[src/rtl/piso_pkg.sv]
// Shared types and helpers for the PISO serializer and its bit counter.
package piso_pkg;

   typedef enum logic {
      IDLE  = 1'b0,
      SHIFT = 1'b1
   } state_e;

   // Counter width for a modulus-w counter, never below one bit.
   function automatic int unsigned cnt_width(input int unsigned w);
      return (w <= 2) ? 1 : $clog2(w);
   endfunction

endpackage

[src/rtl/piso_serializer_bit_counter.sv]
// Modulus counter with synchronous active-low clear, enable and terminal count.
module bit_counter
   import piso_pkg::*;
#(
   parameter int unsigned MODULUS = 8,
   parameter int unsigned CW      = cnt_width(MODULUS)
) (
   input  logic clk_i,
   input  logic clr_n_i,
   input  logic en_i,
   output logic tc_o
);

   logic [CW-1:0] count_q;
   logic [CW-1:0] count_d;

   assign tc_o = (count_q == CW'(MODULUS - 1));

   always_comb begin
      count_d = count_q;
      if (en_i) begin
         count_d = tc_o ? '0 : count_q + CW'(1);
      end
   end

   always_ff @(posedge clk_i) begin
      if (!clr_n_i) begin
         count_q <= '0;
      end else begin
         count_q <= count_d;
      end
   end

endmodule

[src/rtl/piso_serializer.sv]
// Parallel-in serial-out converter with valid/ready load, shift enable,
// last-bit marker and gapless back-to-back words.
module piso_serializer
   import piso_pkg::*;
#(
   parameter int unsigned WIDTH     = 8,
   parameter bit          LSB_FIRST = 1'b1
) (
   input  logic             clk,
   input  logic             reset,
   input  logic [WIDTH-1:0] D,
   input  logic             load_valid,
   output logic             load_ready,
   input  logic             shift_en,
   output logic             serial_out,
   output logic             serial_valid,
   output logic             last,
   output logic             busy
);

   state_e           state_q;
   state_e           state_d;
   logic [WIDTH-1:0] shreg_q;
   logic [WIDTH-1:0] shreg_d;
   logic             beat;
   logic             accept;
   logic             tc;

   assign beat   = (state_q == SHIFT) && shift_en;
   assign accept = load_ready && load_valid;
   assign last   = tc && (state_q == SHIFT);

   // Clearing on accept restarts the count even when a new word follows the last beat.
   bit_counter #(
      .MODULUS (WIDTH)
   ) u_bit_counter (
      .clk_i   (clk),
      .clr_n_i (reset && !accept),
      .en_i    (beat),
      .tc_o    (tc)
   );

   always_ff @(posedge clk) begin
      if (!reset) begin
         state_q <= IDLE;
      end else begin
         state_q <= state_d;
      end
   end

   always_comb begin
      state_d = state_q;
      case (state_q)
         IDLE:  if (accept) state_d = SHIFT;
         SHIFT: if (beat && last && !load_valid) state_d = IDLE;
         default: state_d = IDLE;
      endcase
   end

   always_comb begin
      load_ready   = 1'b0;
      serial_valid = 1'b0;
      busy         = 1'b0;
      serial_out   = 1'b0;
      if (reset) begin
         load_ready = (state_q == IDLE) || (beat && last);
      end
      if (state_q == SHIFT) begin
         serial_valid = 1'b1;
         busy         = 1'b1;
         serial_out   = LSB_FIRST ? shreg_q[0] : shreg_q[WIDTH-1];
      end
   end

   always_comb begin
      shreg_d = shreg_q;
      if (accept) begin
         shreg_d = D;
      end else if (beat) begin
         shreg_d = LSB_FIRST ? (shreg_q >> 1) : (shreg_q << 1);
      end
   end

   always_ff @(posedge clk) begin
      if (!reset) begin
         shreg_q <= '0;
      end else begin
         shreg_q <= shreg_d;
      end
   end

endmodule

[config.mk]
export PLATFORM = sky130hd
export DESIGN_NAME = piso_serializer
export DESIGN_NICKNAME = d
export VERILOG_FILES = /design/src/rtl/piso_pkg.sv /design/src/rtl/piso_serializer_bit_counter.sv /design/src/rtl/piso_serializer.sv
export SDC_FILE = /design/constraint.sdc
export NUM_CORES = 1
export LEC_CHECK = 0
export BUFFER_PORTS_ARGS = -buffer_cell sky130_fd_sc_hd__buf_2
export CAP_MARGIN = 30
export CORE_UTILIZATION = 43
export DETAILED_ROUTE_END_ITERATION = 10
export HOLD_SLACK_MARGIN = 0.12
export PLACE_DENSITY_LB_ADDON = 0.3
export SLEW_MARGIN = 20
export SYNTH_ARGS = -nofsm -noshare
export SYNTH_HDL_FRONTEND = slang
export SYNTH_SLANG_ARGS = --single-unit
[constraint.sdc]
create_clock -name clk -period 1.36 [get_ports clk]
set_clock_uncertainty 0.15 [all_clocks]
set_input_delay 0.204 -clock clk [delete_from_list [all_inputs] [get_ports clk]]
set_output_delay 0.204 -clock clk [all_outputs]
set_load 0.02 [all_outputs]
==> run_results.csv, run 1 <==
group,metric,value,unit
outcome,status,"finished, violations left",
outcome,failed_checks,"setup timing",
cts,cts_buffers,3,
worst_setup_path,cp_max_fo,2,
worst_setup_path,worstReg2RegStart,"u_bit_counter.count_q[1]",
cells_and_area,most-common-layout-cells,"dlygate4sd3_1, buf_2, dfxtp_1, mux2i_1, buf_6",
worst_hold_path,min_to,"u_bit_counter.count_q[1]",
route,drt-initial-drc-count,3,
floorplan,start_util,0.461,
floorplan,ioPinCount,17,
cts,cts-root-buf,"clkbuf_4",
cts,clk_latency,0.28,ns
pwr,ir_drop,0.000799,V
worst_setup_path,start_kind,"register",
timing,relSlewSlack,0.618,
pwr,p_clk_frac,0.327,
logic_synthesis,synth_mux_area_frac,0.134,
worst_setup_path,worstSetupPathType,"reg2out",
place,io_buffers,16,
cts,clk_pin_slew,0.08,ns
cells_and_area,area_growth,85.0,%
cts,cts_tree,"built",
floorplan,rows,13,
worst_hold_path,hold_start,"u_bit_counter.count_q[1]",
grt,antenna_found_initial,0,
logic_synthesis,synth_fa_ha_area_frac,0.0418,
cells_and_area,finalNetCount,115,
route,drc,0,
logic_synthesis,yosys_warnings,0,
place,dp_hpwl,874,µm
grt,grt.total_usage,0.216,
pwr,power_density,844,nW/µm²
logic_synthesis,ys.flop_type,"dfxtp_1",
timing,hold_ws,0.352,ns
logic_synthesis,synth-compound-area-share,0.251,
logic_synthesis,netlist-cell-type-count,22,
grt,grt_pass1_vias,499,
logic_synthesis,yosys.area_share.simple,0.102,
timing,maxSlewViolCount,0,
timing,final.min_clock_period,1.67,ns
cts,cts_max_level,1,
pwr,pwr-share-seq,0.416,
logic_synthesis,synth_nets,75,
route,vias,610,
worst_hold_path,min_path_cells,2,
cells_and_area,drive_gt1_frac,0.560,
floorplan,core_area,1300,µm²
cells_and_area,fillers,62,
logic_synthesis,syn_inst,61,
timing,worstMarginPinSlew,0.571,ns
logic_synthesis,async_reset_ff_frac,0,
place,post-place-ws,-0.121,ns
floorplan,die_area,1550,µm²
logic_synthesis,avgSynthCellArea,9.83,µm²
logic_synthesis,synth_top_family_by_area,"compound AO/OA/AOI/OAI gates",
place,place_area,759,µm²
pwr,power_frac_comb,0.257,
logic_synthesis,synth_area,599,µm²
cts,clock_sinks,12,
timing,hold_viol_final,0,
floorplan,die_y,39.3,µm
logic_synthesis,synth-edff-count,0,
timing,worst_slack,-0.315,ns
logic_synthesis,synth_xor_area_frac,0,
worst_setup_path,rrSetupSlack,-0.25,ns
cells_and_area,design_area,1110,µm²
cells_and_area,multiInputGateArea,453,µm²
timing,rsz0062_at_grt,"true",
worst_setup_path,crit_required,1.01,ns
logic_synthesis,ys_top_cells_by_area,"dfxtp_1, mux2i_1, o31ai_1",
cells_and_area,diodes,0,
grt,grt_max_degree,12,
logic_synthesis,synth_top_area_cell,"dfxtp_1",
pwr,p_sw,270,µW
pwr,internal_power,666,µW
flow_run,drv_cap,0,
route,drt-total-wl,1730,µm
cts,clock_path_buffers,2,
cells_and_area,register_area,246,µm²
place,place.gp.congestion,0.720,
pwr,leakage,0.000482,µW
logic_synthesis,synth.top_cell.area_share,0.401,
timing,fin_crit_sh,1.23,
worst_setup_path,r2r_cells,8,
route,wl_per_cell,15.1,µm
worst_setup_path,arrival,1.32,ns
grt,grt_pass1_wl,2210,µm
grt,grt_overflow_total,0,
worst_setup_path,timing.rr.end,"shreg_q[1]",
route,ant_nets,0,
worst_setup_path,crit_path_end_kind,"output port",
route,firstDrtPassIters,2,
timing,setup_violations,15,
logic_synthesis,yosysSeqAreaShare,0.401,
route,vias_per_cell,5.30,
worst_hold_path,hold_class,"reg2reg",
pwr,power.share.switching,0.288,
logic_synthesis,ys_ff_latch,12,
floorplan,dieWidth,39.3,µm
timing,max_freq,597,MHz
[power by group through the flow]
| stage | clock network (µW) | registers [µW] | logic [µW] |
|---|---|---|---|
| global placement | 0 | 393 | 144 |
| detailed placement | 0 | 394 | 146 |
| floorplan | 0 | 396 | 96.1 |
| global route | 313 | 392 | 255 |
| CTS | 294 | 388 | 193 |
| finish | 306 | 389 | 241 |
[sequential cells by signal, summed over array words and instances (netlist names)]
signal and flops:
u_bit_counter.count_q 3, state_q 1, shreg_q 8
[per-layer routing]
| layer | wire, µm | global-route usage | up-vias |
|---|---|---|---|
| met3 | 46 | 0.0511 | 2 |
| met5 | 0 | 0 | - |
| met4 | 10 | 0.0517 | 0 |
| met1 | 830 | 0.298 | 291 |
| li1 | - | - | 304 |
| met2 | 845 | 0.338 | 13 |
[worst max-delay path by stage]
stage	startpoint	to	slack (ns)
after floorplan	u_bit_counter.count_q[0]	shreg_q[7]	0.007
after global placement	u_bit_counter.count_q[1]	shreg_q[6]	-0.1
after detailed placement	u_bit_counter.count_q[1]	shreg_q[0]	-0.12
after CTS	u_bit_counter.count_q[0]	load_ready	-0.30
after global routing	u_bit_counter.count_q[1]	load_ready	-0.34
final	u_bit_counter.count_q[1]	load_ready	-0.31
[kinds of logic after synthesis]
kind of cell	after synthesis
multiplexers	8
AND/OR/NAND/NOR	12
adder cells (fa/ha/maj)	2
buffers and inverters	6
AO/OA/AOI/OAI	21
flip-flops	12
[repair_timing]
action	CTS	global route
pin swaps	3	4
endpoints found under the hold margin	11	0
endpoints found under the setup margin	15	15
resized for setup	16	19
buffers inserted	3	1
hold buffers	13	0
[worst max-delay path: stages (launching register included)]
cell and delay, ns:
dfxtp_2 0.34, ha_4 0.16, ha_4 0.17, a21boi_4 0.18, nor2b_4 0.06, buf_6 0.13
[stage by stage]
stage	instances	TNS, ns	total power [µW]	util
floorplan	61	0	492	-
global placement	94	-1.05	538	0.584
detailed placement	94	-1.36	540	0.584
CTS	114	-2.21	874	0.773
global route	115	-3.86	960	0.852
finish	115	-3.37	935	0.852
[final cells by class]
cell class                      instances  share of cell area
Tap cell                               15              0.0169
Clock buffer                            4              0.0327
Timing Repair Buffer                   40               0.316
Multi-Input combinational cell         43               0.409
Sequential cell                        12               0.222
Inverter                                1             0.00339
[cells in the mapped netlist (2+ instances only)]
| cell type | number |
|---|---|
| mux2i_1 | 8 |
| nor2_1 | 2 |
| o31ai_1 | 7 |
| ha_1 | 2 |
| a21oi_1 | 6 |
| and2_1 | 2 |
| a21oi_2 | 3 |
| buf_4 | 3 |
| nand2_1 | 4 |
| dfxtp_1 | 12 |
Power figures use the tool's default switching activity.
==> inputs of run 2 (changes only) <==
--- a/config.mk
+++ b/config.mk
@@ -5,9 +5,10 @@
 export SDC_FILE = /design/constraint.sdc
 export NUM_CORES = 1
 export LEC_CHECK = 0
+export ABC_AREA = 1
 export BUFFER_PORTS_ARGS = -buffer_cell sky130_fd_sc_hd__buf_2
 export CAP_MARGIN = 30
-export CORE_UTILIZATION = 43
+export CORE_UTILIZATION = 44
 export DETAILED_ROUTE_END_ITERATION = 10
 export HOLD_SLACK_MARGIN = 0.12
 export PLACE_DENSITY_LB_ADDON = 0.3
==> run 2 against run 1 <==
Die area up 8.7%; clock power decreased by 4%; fmax rose by 3.4%; highest routed layer unchanged; critical path type unchanged; final area down 5.1%; global-route usage grew 2.5 points; the run still ends with setup timing left; sequential cell count unchanged; total power down 5.1%; sequential share of layout area increased by 0.95 points.
==> run_results.csv, run 2 <==
group,metric,value,unit
cells_and_area,final_util,0.779,
cells_and_area,most-common-layout-cells,"nand2_2, buf_2, nand2_1, inv_1",
worst_setup_path,path_buf_inv,3,
cells_and_area,drive_gt1_frac,0.560,
worst_setup_path,cp_max_fo,2,
logic_synthesis,ys_ff_latch,12,
logic_synthesis,yosysMostFrequentCell,"nand2_1",
worst_setup_path,slowest_delay,0.34,ns
route,firstDrtPassIters,4,
timing,max_freq,617,MHz
route,vias,772,
floorplan,rows,13,
cells_and_area,area_growth,57.2,%
grt,antenna_found_initial,0,
route,wl_per_cell,13.9,µm
worst_setup_path,worstReg2RegStart,"u_bit_counter.count_q[0]",
pwr,power_density,844,nW/µm²
cts,cts-root-buf,"clkbuf_4",
timing,hold_viol_final,0,
floorplan,ioPinCount,17,
cts,clock_sinks,12,
pwr,power.share.switching,0.297,
pwr,finalPower,888,µW
grt,grt_max_degree,12,
worst_setup_path,worstSetupPathType,"reg2out",
pwr,p_sw,264,µW
floorplan,core_area,1350,µm²
logic_synthesis,syn_inst,95,
timing,final.min_clock_period,1.62,ns
route,drt-initial-drc-count,25,
worst_setup_path,arrival,1.27,ns
worst_setup_path,crit_required,1.01,ns
outcome,status,"finished, violations left",
route,vias_per_cell,5.51,
outcome,failed_checks,"setup timing",
cells_and_area,finalNetCount,140,
grt,grt_pass1_wl,2590,µm
cts,clock_path_buffers,2,
timing,hold_ws,0.141,ns
route,ant_nets,0,
pwr,internal_power,624,µW
flow_run,drv_cap,0,
timing,maxSlewViolCount,0,
worst_setup_path,crit_path_start,"u_bit_counter.count_q[0]",
pwr,pwr-share-seq,0.437,
worst_setup_path,crit_path_end_kind,"output port",
worst_hold_path,hold_start,"reset",
cells_and_area,regMostFlops,"shreg_q",
floorplan,start_util,0.496,
place,io_buffers,16,
logic_synthesis,synth_top_area_cell,"dfxtp_1",
pwr,ir_drop,0.000635,V
floorplan,die_y,41.0,µm
cts,cts_tree,"built",
worst_setup_path,crit_family,"flip-flops",
cells_and_area,diodes,0,
timing,worstMarginPinSlew,0.300,ns
logic_synthesis,synth_common_cells,"nand2_1, dfxtp_1, a21oi_1, inv_1, nand3_1",
timing,setup_violations,14,
cts,cts_max_level,1,
logic_synthesis,yosysSeqAreaShare,0.359,
timing,rsz0062_at_grt,"true",
worst_setup_path,critical-path-slowest-cell,"dfxtp_2",
logic_synthesis,netlist-cell-type-count,19,
worst_hold_path,hold_class,"in2reg",
cells_and_area,largest_reg_flops,8,
logic_synthesis,synth_area,669,µm²
logic_synthesis,synth_nets,109,
floorplan,die_area,1680,µm²
route,drt-total-wl,1950,µm
worst_setup_path,start_kind,"register",
logic_synthesis,synth.top_cell.area_share,0.359,
logic_synthesis,synth-edff-count,0,
cts,clk_pin_slew,0.08,ns
pwr,leakage,0.000476,µW
logic_synthesis,yosys_warnings,0,
cts,cts_buffers,3,
pwr,p_clk_frac,0.332,
timing,fin_crit_sh,1.19,
grt,grt.total_usage,0.241,
worst_setup_path,crit_chain,"ha_4 -> ha_4 -> buf_6 -> nand2_2 -> inv_2 -> buf_6",
cts,clk_latency,0.28,ns
floorplan,dieWidth,41.0,µm
place,place.gp.congestion,0.734,
logic_synthesis,async_reset_ff_frac,0,
timing,relSlewSlack,0.799,
pwr,power_frac_comb,0.231,
grt,grt_pass1_vias,641,
place,dp_hpwl,1140,µm
timing,worst_slack,-0.260,ns
logic_synthesis,ys.flop_type,"dfxtp_1",
logic_synthesis,ys_top_cells_by_area,"dfxtp_1, nand2_1, a21oi_1",
cells_and_area,top_regs,"shreg_q: 8 flops, u_bit_counter.count_q: 3 flops, state_q: 1 flops",
grt,grt_overflow_total,0,
route,drc,0,
logic_synthesis,avgSynthCellArea,7.05,µm²
-- run 2: cell types whose count changed after synthesis, moves of 2 or more --
cell / delta
nand2_1: +21
inv_1: +11
mux2i_1: -8
nand3_1: +8
nand4_1: +7
o31ai_1: -7
a21oi_1: +5
nand2_2: +3
a21oi_2: -2
and2_1: -2
o21ai_0: +2
-- run 2: final timing paths --
check | slack [ns] | end | cells after the start
min reg2reg | 0.33 | shreg_q[7] | 2
min | 0.14 | u_bit_counter.count_q[1] | 3
max reg2reg | -0.19 | shreg_q[2] | 9
max | -0.26 | last | 6
-- run 2: final cells by class --
| type | instances | area, µm² |
|---|---|---|
| multi-input cells | 66 | 487 |
| fillers | 91 | 298 |
| flip-flops and latches | 12 | 244 |
| repair buffers | 30 | 218 |
| inverters | 13 | 48.8 |
| clock buffers | 4 | 36.3 |
| well taps | 15 | 18.8 |
-- run 2: through the flow --
| stage | worst slack [ns] | setup TNS (ns) | area, µm² | instances |
|---|---|---|---|---|
| 6_report | -0.260 | -2.20 | 1050 | 140 |
| 2_1_floorplan | -0.0785 | -0.657 | 711 | 95 |
| 5_1_grt | -0.299 | -3.10 | 1050 | 140 |
| 3_3_place_gp | -0.0471 | -0.233 | 838 | 130 |
| 3_5_place_dp | -0.0979 | -0.600 | 838 | 130 |
| 4_1_cts | -0.255 | -2.01 | 1010 | 140 |
-- run 2: power by group through the flow --
| stage | sequential [µW] | combinational (µW) | clock [µW] |
|---|---|---|---|
| 3_5_place_dp | 394 | 151 | 0 |
| 2_1_floorplan | 396 | 97.6 | 0 |
| 6_report | 388 | 205 | 295 |
| 3_3_place_gp | 393 | 149 | 0 |
| 5_1_grt | 390 | 222 | 305 |
| 4_1_cts | 387 | 183 | 294 |
-- run 2: worst register-to-register path, delay by kind of cell, from the launching register on --
kind / cells / cell delay (ns)
simple gates: 5 / 0.47
flops: 1 / 0.36
fa+ha+maj: 2 / 0.28
buf+inv: 1 / 0.12
compound gates: 1 / 0.11
-- run 2: logic make-up after synthesis --
kind of cell / Yosys count / share of synthesized area
flops: 12 / 0.359
compound gates: 14 / 0.110
simple gates: 49 / 0.363
buf+inv: 18 / 0.131
fa+ha+maj: 2 / 0.0374
-- run 2: what timing repair did --
action,4_1_cts,5_1_grt
pin swaps,16,6
hold buffers,2,0
gates resized for setup,23,14
endpoints found under the hold margin,2,0
setup endpoints to repair,13,15
gates cloned,1,0
buffers inserted,3,0
-- run 2: layer usage --
metal | global-route usage | part of all wire
met1 | 0.277 | 0.40
met2 | 0.426 | 0.54
met3 | 0.0652 | 0.049
met4 | 0.0750 | 0.016
met5 | 0 | 0
==> inputs of run 3 (changes only) <==
--- a/config.mk
+++ b/config.mk
@@ -8,7 +8,9 @@
 export ABC_AREA = 1
 export BUFFER_PORTS_ARGS = -buffer_cell sky130_fd_sc_hd__buf_2
 export CAP_MARGIN = 30
-export CORE_UTILIZATION = 44
+export CELL_PAD_IN_SITES_DETAIL_PLACEMENT = 0
+export CELL_PAD_IN_SITES_GLOBAL_PLACEMENT = 1
+export CORE_UTILIZATION = 31
 export DETAILED_ROUTE_END_ITERATION = 10
 export HOLD_SLACK_MARGIN = 0.12
 export PLACE_DENSITY_LB_ADDON = 0.3
==> run 3 against run 2 <==
The run still ends with setup timing left; clock-buffer cell count unchanged; sequential share of layout area decreased by 0.65 points; global-route usage decreased by 7.6 points; utilization decreased by 24 points; via count decreased by 6.9%; critical path type unchanged.
==> run_results.csv, run 3 (synthesis gave the netlist of run 2 again) <==
group,metric,value,unit
cells_and_area,regMostFlops,"shreg_q",
pwr,ir_drop,0.000571,V
cells_and_area,diodes,0,
grt,grt_max_degree,12,
worst_setup_path,crit_required,1.01,ns
floorplan,start_util,0.334,
route,firstDrtPassIters,4,
grt,met1_usage,0.214,
grt,grt_pass1_wl,2980,µm
pwr,leakage,0.000501,µW
timing,worstMarginPinSlew,0.281,ns
cells_and_area,finalNetCount,141,
cts,cts_tree,"built",
timing,hold_viol_final,0,
floorplan,die_y,48.5,µm
route,drt-initial-drc-count,18,
timing,maxSlewViolCount,0,
cells_and_area,drive_gt1_frac,0.532,
cells_and_area,largest_reg_flops,8,
grt,grt_use_met2,0.277,
cells_and_area,most-common-layout-cells,"nand2_1, buf_2, inv_1, dfxtp_1, nand2_2",
cells_and_area,final_common_cell,"nand2_1",
timing,setup_tns,-2.06,ns
place,post-place-ws,-0.0593,ns
floorplan,die_area,2350,µm²
route,ant_nets,0,
cells_and_area,top_regs,"shreg_q: 8 flops, u_bit_counter.count_q: 3 flops, state_q: 1 flops",
timing,relSlewSlack,0.811,
grt,grt_overflow_total,0,
worst_setup_path,worstSetupPathType,"reg2out",
outcome,status,"finished, violations left",
cells_and_area,area_growth,60.9,%
cts,cts_buffers,3,
timing,fin_crit_sh,1.18,
route,drc,0,
floorplan,core_area,2000,µm²
route,vias_per_cell,4.70,
worst_setup_path,crit_path_end_kind,"output port",
place,dp_hpwl,1120,µm
cts,cts-root-buf,"clkbuf_4",
worst_setup_path,cp_max_fo,2,
cells_and_area,design_area,1080,µm²
grt,met3_usage,0.0377,
route,vias,719,
worst_setup_path,arrival,1.25,ns
route,wl_per_cell,11.2,µm
outcome,failed_checks,"setup timing",
cts,clk_latency,0.27,ns
cts,clk_pin_slew,0.08,ns
cts,cts_max_level,1,
grt,grt_pass1_vias,634,
worst_setup_path,start_kind,"register",
route,drt-total-wl,1720,µm
worst_hold_path,hold_class,"in2reg",
timing,setup_violations,14,
place,place.gp.congestion,0.730,
grt,antenna_found_initial,0,
floorplan,rows,16,
timing,final.min_clock_period,1.61,ns
timing,rsz0062_at_grt,"true",
pwr,power_density,816,nW/µm²
timing,max_freq,623,MHz
cts,clock_path_buffers,2,
grt,busiest_layer,"met2",
grt,grt.total_usage,0.166,
place,io_buffers,16,
flow_run,drv_cap,0,
cts,clock_sinks,12,
floorplan,ioPinCount,17,
timing,worst_slack,-0.245,ns
floorplan,dieWidth,48.5,µm
place,place_area,846,µm²
-- run 3: metal layers --
metal  share of wire  vias to the layer above
li1                -                      374
met1            0.48                      323
met2            0.47                       18
met3           0.037                        4
met4           0.013                        0
met5               0                        -
-- run 3: power breakdown --
group	total [µW]	switching (µW)	internal [µW]
clock network	286	123	163
registers	385	13.0	372
logic	208	115	93.2
total	879	251	628
-- run 3: final cells by class --
cell class / count / area (µm²)
fillers: 199 / 925
repair buffers: 31 / 234
flip-flops and latches: 12 / 243
clock buffers: 4 / 36.3
multi-input cells: 66 / 482
inverters: 13 / 48.8
well taps: 27 / 33.8
-- run 3: stage by stage --
| stage | hold slack [ns] | power, µW | std cells | utilization |
|---|---|---|---|---|
| floorplan | 0.220 | 494 | 95 | - |
| global placement | 0.321 | 544 | 141 | 0.423 |
| detailed placement | 0.319 | 544 | 141 | 0.423 |
| CTS | 0.131 | 862 | 151 | 0.498 |
| global route | 0.159 | 929 | 153 | 0.538 |
| finish | 0.139 | 879 | 153 | 0.538 |
-- run 3: worst paths after layout --
check | depth (start not counted) | start | endpoint | slack [ns]
min | 5 | D[4] | shreg_q[4] | 0.14
min reg2reg | 2 | shreg_q[4] | shreg_q[4] | 0.33
max | 6 | u_bit_counter.count_q[0] | last | -0.25
max reg2reg | 8 | u_bit_counter.count_q[0] | shreg_q[3] | -0.16
-- run 3: timing repair --
action,in CTS,in global routing
buffers inserted,8,2
pin swaps,17,4
endpoints found under the setup margin,13,14
gates resized for setup,17,18
endpoints found under the hold margin,1,0
hold buffers,1,0
cloned,1,0
-- run 3: critical path, cell delays in order (launching register included) --
cell	delay (ns)
dfxtp_2	0.34
ha_4	0.16
ha_4	0.17
buf_6	0.12
nand2_4	0.04
inv_2	0.03
buf_6	0.12
